--- config.mk ---
export PLATFORM = sky130hd
export DESIGN_NAME = morse_player
export DESIGN_NICKNAME = d
export VERILOG_FILES = /design/src/rtl/morse_pkg.sv /design/src/rtl/morse_pattern_rom.sv /design/src/rtl/morse_player.sv
export SDC_FILE = /design/constraint.sdc
export NUM_CORES = 1
export LEC_CHECK = 0
export CORE_UTILIZATION = 51
export CTS_BUF_LIST = sky130_fd_sc_hd__clkbuf_8 sky130_fd_sc_hd__clkbuf_16
export CTS_CLUSTER_SIZE = 12
export DETAILED_ROUTE_END_ITERATION = 12
export PLACE_DENSITY = 0.77
export SLEW_MARGIN = 20
export SYNTH_ARGS = -nofsm -noshare
export SYNTH_HDL_FRONTEND = slang
export SYNTH_SLANG_ARGS = --single-unit
--- constraint.sdc ---
create_clock -name clk -period 3.37 [get_ports clk]
set_clock_uncertainty 0.15 [all_clocks]
set_input_delay 0.337 -clock clk [delete_from_list [all_inputs] [get_ports clk]]
set_output_delay 0.337 -clock clk [all_outputs]
set_load 0.02 [all_outputs]
--- src/rtl/morse_pkg.sv ---
// Shared constants for the Morse player: timing defaults, symbol-code ranges
// and the level-5 pattern table used by the keying FSM.
package morse_pkg;

    localparam int DOT_T_DEF    = 1;
    localparam int DASH_T_DEF   = 3;
    localparam int ELEM_GAP_DEF = 1;
    localparam int SYM_GAP_DEF  = 3;

    localparam int MAX_SYMS = 8;
    localparam int CODE_W   = 6;

    localparam logic [5:0] CODE_EMPTY_LO = 6'd0;
    localparam logic [5:0] CODE_EMPTY_HI = 6'd63;
    localparam logic [5:0] CODE_HEAP_MAX = 6'd30;
    localparam logic [5:0] CODE_L5_BASE  = 6'd31;

    // Level-5 patterns, MSB first, 0=dot 1=dash. Entries 0..9 are the digit
    // shapes 5,4,3,2,1,0,6,7,8,9; the rest are the remaining 5-element shapes
    // in ascending order.
    function automatic logic [4:0] l5_pattern(input logic [4:0] idx);
        logic [4:0] p;
        case (idx)
            5'd0:  p = 5'b00000;
            5'd1:  p = 5'b00001;
            5'd2:  p = 5'b00011;
            5'd3:  p = 5'b00111;
            5'd4:  p = 5'b01111;
            5'd5:  p = 5'b11111;
            5'd6:  p = 5'b10000;
            5'd7:  p = 5'b11000;
            5'd8:  p = 5'b11100;
            5'd9:  p = 5'b11110;
            5'd10: p = 5'b00010;
            5'd11: p = 5'b00100;
            5'd12: p = 5'b00101;
            5'd13: p = 5'b00110;
            5'd14: p = 5'b01000;
            5'd15: p = 5'b01001;
            5'd16: p = 5'b01010;
            5'd17: p = 5'b01011;
            5'd18: p = 5'b01100;
            5'd19: p = 5'b01101;
            5'd20: p = 5'b01110;
            5'd21: p = 5'b10001;
            5'd22: p = 5'b10010;
            5'd23: p = 5'b10011;
            5'd24: p = 5'b10100;
            5'd25: p = 5'b10101;
            5'd26: p = 5'b10110;
            5'd27: p = 5'b10111;
            5'd28: p = 5'b11001;
            5'd29: p = 5'b11010;
            5'd30: p = 5'b11011;
            default: p = 5'b11101;
        endcase
        return p;
    endfunction

endpackage

--- src/rtl/morse_pattern_rom.sv ---
// Combinational symbol decoder: 6-bit code -> element count, right-aligned
// pattern (MSB first, 0=dot 1=dash) and an empty flag.
module morse_pattern_rom
    import morse_pkg::*;
(
    input  logic [5:0] code,
    output logic [2:0] count,
    output logic [4:0] pattern,
    output logic       empty
);

    logic [4:0] heap_pos;

    // code+1 fits in 5 bits for every heap code; its top set bit is the level
    assign heap_pos = code[4:0] + 5'd1;

    always_comb begin
        count   = 3'd0;
        pattern = 5'd0;
        empty   = 1'b0;
        if (code == CODE_EMPTY_LO || code == CODE_EMPTY_HI) begin
            empty = 1'b1;
        end else if (code <= CODE_HEAP_MAX) begin
            if (heap_pos[4]) begin
                count   = 3'd4;
                pattern = {1'b0, heap_pos[3:0]};
            end else if (heap_pos[3]) begin
                count   = 3'd3;
                pattern = {2'b0, heap_pos[2:0]};
            end else if (heap_pos[2]) begin
                count   = 3'd2;
                pattern = {3'b0, heap_pos[1:0]};
            end else begin
                count   = 3'd1;
                pattern = {4'b0, heap_pos[0]};
            end
        end else begin
            // 5-bit wrap makes code 31 -> 0, 32 -> 1, ... 62 -> 31
            count   = 3'd5;
            pattern = l5_pattern(code[4:0] - CODE_L5_BASE[4:0]);
        end
    end

endmodule

--- src/rtl/morse_player.sv ---
// Plays a buffer of up to eight Morse symbol codes as a tone on/off sequence
// timed by an external tick strobe.
module morse_player
    import morse_pkg::*;
#(
    parameter int DOT_T    = DOT_T_DEF,
    parameter int DASH_T   = DASH_T_DEF,
    parameter int ELEM_GAP = ELEM_GAP_DEF,
    parameter int SYM_GAP  = SYM_GAP_DEF
) (
    input  logic        clk,
    input  logic        rst,
    input  logic        start,
    input  logic        abort,
    input  logic        tick,
    input  logic [47:0] shown,
    input  logic [3:0]  len,
    output logic        tone,
    output logic        busy,
    output logic [2:0]  sym_idx,
    output logic        done
);

    localparam logic [2:0] IDLE = 3'd0;
    localparam logic [2:0] LOAD = 3'd1;
    localparam logic [2:0] MARK = 3'd2;
    localparam logic [2:0] GAP  = 3'd3;
    localparam logic [2:0] SGAP = 3'd4;
    localparam logic [2:0] FIN  = 3'd5;

    localparam int CNT_W = 16;
    localparam logic [CNT_W-1:0] DOT_L  = CNT_W'(DOT_T);
    localparam logic [CNT_W-1:0] DASH_L = CNT_W'(DASH_T);
    localparam logic [CNT_W-1:0] EGAP_L = CNT_W'(ELEM_GAP);
    localparam logic [CNT_W-1:0] SGAP_L = CNT_W'(SYM_GAP);

    logic [2:0]       state;
    logic [CNT_W-1:0] cnt;
    logic [CNT_W-1:0] cnt_nxt;
    logic [47:0]      shown_l;
    logic [3:0]       len_l;
    logic [3:0]       len_eff;
    logic [4:0]       shreg;
    logic [2:0]       elem_left;
    logic             fin_after;
    logic             last_sym;
    logic [CNT_W-1:0] mark_len;

    logic [5:0] codes [MAX_SYMS];
    logic [5:0] cur_code;
    logic [2:0] rom_count;
    logic [4:0] rom_pattern;
    logic       rom_empty;

    always_comb begin
        for (int k = 0; k < MAX_SYMS; k++) begin
            codes[k] = shown_l[CODE_W*k +: CODE_W];
        end
    end

    assign cur_code = codes[sym_idx];

    morse_pattern_rom u_rom (
        .code    (cur_code),
        .count   (rom_count),
        .pattern (rom_pattern),
        .empty   (rom_empty)
    );

    assign len_eff  = (len > 4'd8) ? 4'd8 : len;
    assign last_sym = ({1'b0, sym_idx} == (len_l - 4'd1));
    assign cnt_nxt  = cnt + 1'b1;
    // shreg is left-aligned, so bit 4 is always the element being played
    assign mark_len = shreg[4] ? DASH_L : DOT_L;

    always_ff @(posedge clk or posedge rst) begin
        if (rst) begin
            state     <= IDLE;
            cnt       <= '0;
            shown_l   <= '0;
            len_l     <= '0;
            sym_idx   <= '0;
            shreg     <= '0;
            elem_left <= '0;
            fin_after <= 1'b0;
        end else if (abort && state != IDLE) begin
            state <= IDLE;
            cnt   <= '0;
        end else begin
            case (state)
                IDLE: begin
                    if (start) begin
                        shown_l <= shown;
                        len_l   <= len_eff;
                        sym_idx <= '0;
                        cnt     <= '0;
                        state   <= (len_eff == 4'd0) ? FIN : LOAD;
                    end
                end
                LOAD: begin
                    cnt <= '0;
                    if (rom_empty) begin
                        // an empty last symbol still plays its silence, then finishes
                        fin_after <= last_sym;
                        if (!last_sym) sym_idx <= sym_idx + 3'd1;
                        state <= SGAP;
                    end else begin
                        shreg     <= rom_pattern << (3'd5 - rom_count);
                        elem_left <= rom_count;
                        state     <= MARK;
                    end
                end
                MARK: begin
                    if (tick) begin
                        if (cnt_nxt >= mark_len) begin
                            cnt       <= '0;
                            shreg     <= shreg << 1;
                            elem_left <= elem_left - 3'd1;
                            if (elem_left > 3'd1) begin
                                state <= GAP;
                            end else if (last_sym) begin
                                state <= FIN;
                            end else begin
                                fin_after <= 1'b0;
                                sym_idx   <= sym_idx + 3'd1;
                                state     <= SGAP;
                            end
                        end else begin
                            cnt <= cnt_nxt;
                        end
                    end
                end
                GAP: begin
                    if (tick) begin
                        if (cnt_nxt >= EGAP_L) begin
                            cnt   <= '0;
                            state <= MARK;
                        end else begin
                            cnt <= cnt_nxt;
                        end
                    end
                end
                SGAP: begin
                    if (tick) begin
                        if (cnt_nxt >= SGAP_L) begin
                            cnt   <= '0;
                            state <= fin_after ? FIN : LOAD;
                        end else begin
                            cnt <= cnt_nxt;
                        end
                    end
                end
                FIN: begin
                    state <= IDLE;
                end
                default: begin
                    state <= IDLE;
                end
            endcase
        end
    end

    // abort silences the output in the same cycle it is seen
    assign tone = (state == MARK) && !abort;
    assign busy = (state != IDLE);
    assign done = (state == FIN) && !abort;

endmodule

==> results of run 1 <==
==> routing by layer <==
layer  track usage [%]  up-vias  wire (µm)  share of wire [%]
li1                  -     1944          -                  -
met2             41.28      121       5801                 48
met4             7.802        0        176                1.5
met1             32.86     2015       5453                 46
met3             5.017       19        551                4.6
met5                 0        -          0                  0
==> final cells by class <==
cell class | instances | area (µm²) | area share, %
flip-flops and latches | 83 | 2081 | 33.00
inverters | 21 | 82.58 | 1.310
well taps | 133 | 166.4 | 2.639
clock inverters | 6 | 41.29 | 0.6548
multi-input cells | 352 | 2927 | 46.41
repair buffers | 92 | 870.8 | 13.81
clock buffers | 10 | 137.6 | 2.183
==> cells in the final DEF, fill, tap and decap left out, types with 16 or more instances in the layout <==
| master | count |
|---|---|
| clkdlybuf4s50_1 | 62 |
| nand2_1 | 32 |
| nor2_1 | 30 |
| mux2_2 | 53 |
| a21oi_1 | 21 |
| and2_1 | 19 |
| buf_4 | 28 |
| inv_1 | 18 |
| o21ai_0 | 16 |
| dfrtp_1 | 80 |
==> registers in the layout, summed over array words and instances, names as in the netlist <==
name	count
shown_l	48
cnt	16
shreg	5
len_l	4
elem_left	3
state	3
sym_idx	3
fin_after	1
==> how the worst max path moves through the flow <==
| stage | to | slack (ps) | depth (start not counted) |
|---|---|---|---|
| floorplan | shreg[3] | 4 | 12 |
| global placement | shreg[4] | -20 | 9 |
| detailed placement | shreg[2] | -0.2 | 9 |
| CTS | shreg[4] | 60 | 9 |
| global route | shreg[2] | 10 | 10 |
| finish | shreg[3] | 160 | 11 |
==> through the flow <==
stage,total power [mW],setup slack (ps),utilization (%),instance area [µm²],setup TNS [ps]
2_1_floorplan,4.961,4.250,-,5192,0
3_3_place_gp,6.126,-24.55,62.05,6093,-27.99
3_5_place_dp,6.203,-0.1725,62.05,6093,-0.1725
4_1_cts,6.910,64.87,63.90,6275,0
5_1_grt,7.571,13.95,64.22,6306,0
6_report,7.037,159.2,64.22,6306,0
==> what timing repair did <==
action                     CTS  global route
setup endpoints to repair    2             4
cloned                       0             0
resized for setup            1             6
pin swaps                    0             1
buffers inserted             0             1
==> where the power goes <==
group	internal [mW]	leakage, nW	switching, mW
sequential	1.40	1.02	0.236
clock	0.290	0.0959	0.389
combinational	2.13	1.45	2.59
total	3.82	2.57	3.22
==> worst reg2reg max path: stages (launching register included) <==
cell	delay (ps)
dfrtp_2	410
mux4_2	540
mux2i_4	190
inv_2	80
ha_4	180
inv_1	130
ha_2	320
or3_1	440
and3_1	220
a21oi_2	160
a21oi_1	90
o31ai_1	210
==> cell families (layout without fill, tap and decap cells) <==
group                    after synthesis  count (layout)
buffers and inverters                 46             129
flip-flops                            83              83
multiplexers                          78              78
AO/OA/AOI/OAI                        105             105
XOR/XNOR                               8               8
adder cells (fa/ha/maj)               17              17
AND/OR/NAND/NOR                      144             144
==> run metrics, run 1 <==
status=complete, no violations; Mapped Nets=555; Max-Cap Viols=0; Synth Area in XOR/XNOR=1.356%; Top FF cell, synth=dfrtp_1; Worst-Margin Slew=841.2 ps; Residual DRC=0; Cells after DPL=680; Synth area leader=dfrtp_1; Worst Setup Start Kind=flop; count leader, synth=dfrtp_1; vias in the first global route=4143; Syn-to-layout area delta=22.03%; crit path cell chain=mux4_2, mux2i_4, inv_2, ha_4, inv_1, ha_2, or3_1, and3_1, a21oi_2, a21oi_1, o31ai_1; vias per cell=5.881; Mean Syn Cell Area=10.74 µm²; H-tree depth=3; synth cell count leaders=83 x dfrtp_1, 53 x mux2_2, 32 x nand2_1; max_slew headroom=43.81%; worst hold-check path type=input pin to asynchronous set/reset pin; achievable clock frequency=311.5 MHz; crit share post-route=95.28%; min cycle time layout=3211 ps; Total GRT Usage=24.89%; antenna viol nets, final=0; IO buf count=62; via count=4099; endpoints failing hold=0; top post-synthesis cells by area=dfrtp_1 40%, mux2_2 12%, ha_1 4.1%; Peak supply drop=0.0004846 V; CP Class=flop to flop; Reg2Reg Capture Point=shreg[3]; die width=102.7 µm; CP Data Required Time=3490 ps; wire length per cell=17.19 µm; post-synthesis compound-gate area fraction=14.75%; Clock transition at path regs=100 ps; RSZ-0062 raised after global routing=no; critical path's slowest cell=mux4_2; first-pass GRT wire length=20110 µm; crit path capture type=flop; post-synthesis cell type count=75; Synth Instances=481; gr ovfl total=0; P_leak=2.574 nW; final WL=11980 µm; die area=10540 µm²; EDFF count, synth=0; Iter 0 DRT Violations=179; CP bufs+invs=2; Yosys warning total=0; CTS tree=built; Syn Std Cell Area=5167 µm²; Clk Latency, worst-skew pair=360 ps; DR pass1 iterations=5; nets@finish=633; CP Launch Point=sym_idx[0]; Root Driver=clkbuf_8; Hold Slack=174.8 ps; main combinational cell family by area after synthesis=multiplexers; sequential fraction of the synthesis area=40.19%; post-synthesis mux area share=20.70%; R2R Path Start=sym_idx[0]; synthesized flop and latch total=83; Final GP Congestion=0.9414; FP Rows=36; top-area cell type share of the netlist area=40.19%; layout cells sized above 1=25.00%; Post-Synth Adder-Cell Area=4.116%; Inserted Clock Buffers=9; Layout fillers=804; cell family with most CP delay=multiplexers; initial antenna violation count=0; Sink Count=83; post-synthesis simple-gate area fraction=14.87%; Critical Path Fanout Max=5; core area=9819 µm²; Max stage delay on crit path=540 ps; PwrDens=1116 nW/µm²; Longest Clk Path Bufs=2; cts hold-fix bufs=0; Initial Util=52.62%; Critical Path AT=3330 ps; die height=102.7 µm; ant diodes=0; fin. max-slew vios=0; R2R Setup Slk=160 ps; Final HPWL DP=8869 µm; Setup violations, final=0; largest net degree at the start of global routing=57; Worst R2R Path Depth=11; Layout Cells excl Fill=697; Async S/R FF share, synth=100.0%; I/O pins=63
Note: power is estimated with default switching activity, not from simulation.
==> run 2: changes to the inputs <==
--- a/config.mk
+++ b/config.mk
@@ -5,11 +5,13 @@
 export SDC_FILE = /design/constraint.sdc
 export NUM_CORES = 1
 export LEC_CHECK = 0
+export CORE_MARGIN = 2
 export CORE_UTILIZATION = 51
 export CTS_BUF_LIST = sky130_fd_sc_hd__clkbuf_8 sky130_fd_sc_hd__clkbuf_16
 export CTS_CLUSTER_SIZE = 12
 export DETAILED_ROUTE_END_ITERATION = 12
 export PLACE_DENSITY = 0.77
+export RECOVER_POWER = 50
 export SLEW_MARGIN = 20
 export SYNTH_ARGS = -nofsm -noshare
 export SYNTH_HDL_FRONTEND = slang
==> run 2 against run 1 <==
  * The flow now finishes with violations (max-capacitance violations, max-slew violations)
  * Routed wire length up 0.65%
  * Combinational power decreased by 2%
  * Design area is 0.14% higher
  * Critical path depth down 1
  * Sequential share of layout area hardly changed
  * Clock power up 8.7%
  * Critical path type unchanged
==> run metrics, run 2 (synthesized netlist as in run 1, its figures left out) <==
status=complete, but fails checks; failing checks=max-capacitance violations, max-slew violations; core occupancy in the finished layout=64.31%; core area=9819 µm²; Peak supply drop=0.0005342 V; final WL=12060 µm; DR pass1 iterations=6; most frequent cells in the layout=80 x dfrtp_1, 60 x clkdlybuf4s50_1, 53 x mux2_2, 31 x nand2_1, 30 x nor2_1; cts hold-fix bufs=0; via count=4179; Worst-Margin Slew=1565 ps; Max-Cap Viols=1; CP bufs+invs=2; wire length per cell=17.25 µm; Post-DP Area=6066 µm²; Final HPWL DP=9076 µm; CP Data Required Time=3510 ps; nets@finish=635; cell family with most CP delay=multiplexers; die width=104.7 µm; Layout Cells excl Fill=699; H-tree depth=3; endpoints failing hold=0; max FFs per register=48; largest net degree at the start of global routing=37; Top reg by flops=shown_l; vias per cell=5.979; antenna viol nets, final=0; achievable clock frequency=310.9 MHz; Clk Latency, worst-skew pair=370 ps; biggest regs=shown_l: 48 flops, cnt: 16 flops, shreg: 5 flops; Critical Path AT=3350 ps; Residual DRC=0; crit share post-route=95.45%; Total GRT Usage=23.52%; commonest non-fill, non-tap cell in the layout=dfrtp_1; gr ovfl total=0; Tot Pwr=7.034 mW; multi-input logic area=2923 µm²; Cells after DPL=678; ant diodes=0; crit-path most repeated cell=buf_4; PwrDens=1114 nW/µm²; worst hold-check path type=flop to flop; vias in the first global route=4231; crit path capture type=flop; Reg area=2081 µm²; die height=104.7 µm; critical path's slowest cell=mux4_2; Clock transition at path regs=90 ps; Max stage delay on crit path=560 ps; Sink Count=83; FP Rows=36; met1 WL=5399 µm; Critical Path Fanout Max=8; Inserted Clock Buffers=9; Root Driver=clkbuf_8; CTS tree=built; I/O pins=63; IO buf count=62; Final GP Congestion=0.9127; initial antenna violation count=0; first-pass GRT wire length=21040 µm; crit path cell chain=buf_4, buf_4, mux4_2, mux2i_4, nand3_2, o221ai_2, a21oi_2, or2_4, or4_1, a21oi_1; max_slew headroom=-4.919%; Initial Util=52.62%; P_leak=2.571 nW; Worst Setup Start Kind=flop; die area=10950 µm²; CP Class=flop to flop; Iter 0 DRT Violations=287; fin. max-slew vios=37; layout cells sized above 1=25.27%; Syn-to-layout area delta=22.20%; RSZ-0062 raised after global routing=yes; Design Area, Final=6315 µm²; Layout fillers=815; Longest Clk Path Bufs=2; Highest Signal Layer=met4; Setup violations, final=0; met2 wire length=5919 µm; min cycle time layout=3217 ps; WL met3=581 µm
==> run 2: layout make-up <==
cell class	count	area share [%]
Tap cell	133	2.635
Multi-Input combinational cell	352	46.28
Inverter	21	1.308
Clock buffer	9	1.962
Clock inverter	7	1.209
Sequential cell	83	32.95
Timing Repair Buffer	94	13.65
==> run 2: through the flow <==
step / hold slack, ps / setup slack (ps) / TNS (ps)
after floorplan: 320.2 / 4.250 / 0
after global placement: 331.6 / 165.9 / 0
after detailed placement: 341.9 / 74.83 / 0
after CTS: 202.4 / 36.19 / 0
after global routing: 375.2 / -12.70 / -12.70
final: 361.8 / 153.4 / 0
==> run 2: worst paths after layout <==
check / to / depth (start not counted) / start / slack (ps)
min reg2reg: shown_l[22] / 1 / shown_l[22] / 360
max: sym_idx[2] / 10 / sym_idx[1] / 150
min in group asynchronous: len_l[3] / 2 / rst / 630
max reg2reg: sym_idx[2] / 10 / sym_idx[1] / 150
min: shown_l[22] / 1 / shown_l[22] / 360
max in group asynchronous: shown_l[39] / 3 / rst / 1000
==> run 2: worst register-to-register path, cell delays in order (launching register included) <==
cell	delay [ps]
dfrtp_2	420
buf_4	120
buf_4	170
mux4_2	560
mux2i_4	320
nand3_2	130
o221ai_2	230
a21oi_2	100
or2_4	290
or4_1	460
a21oi_1	170
==> run 2: timing repair <==
item,in CTS,in global routing
buffers inserted,0,5
resized for setup,0,8
setup endpoints to repair,0,6
==> run 2: report_power, final <==
part | total [mW] | switching (mW) | internal, mW
clock network | 0.738 | 0.390 | 0.347
registers | 1.66 | 0.261 | 1.40
logic | 4.64 | 2.53 | 2.11
==> run 2: per-layer routing <==
| layer | vias to the layer above | global-route usage (%) |
|---|---|---|
| li1 | 1955 | - |
| met1 | 2073 | 31.28 |
| met2 | 134 | 39.82 |
| met3 | 17 | 4.429 |
| met4 | 0 | 5.905 |
| met5 | - | 0 |
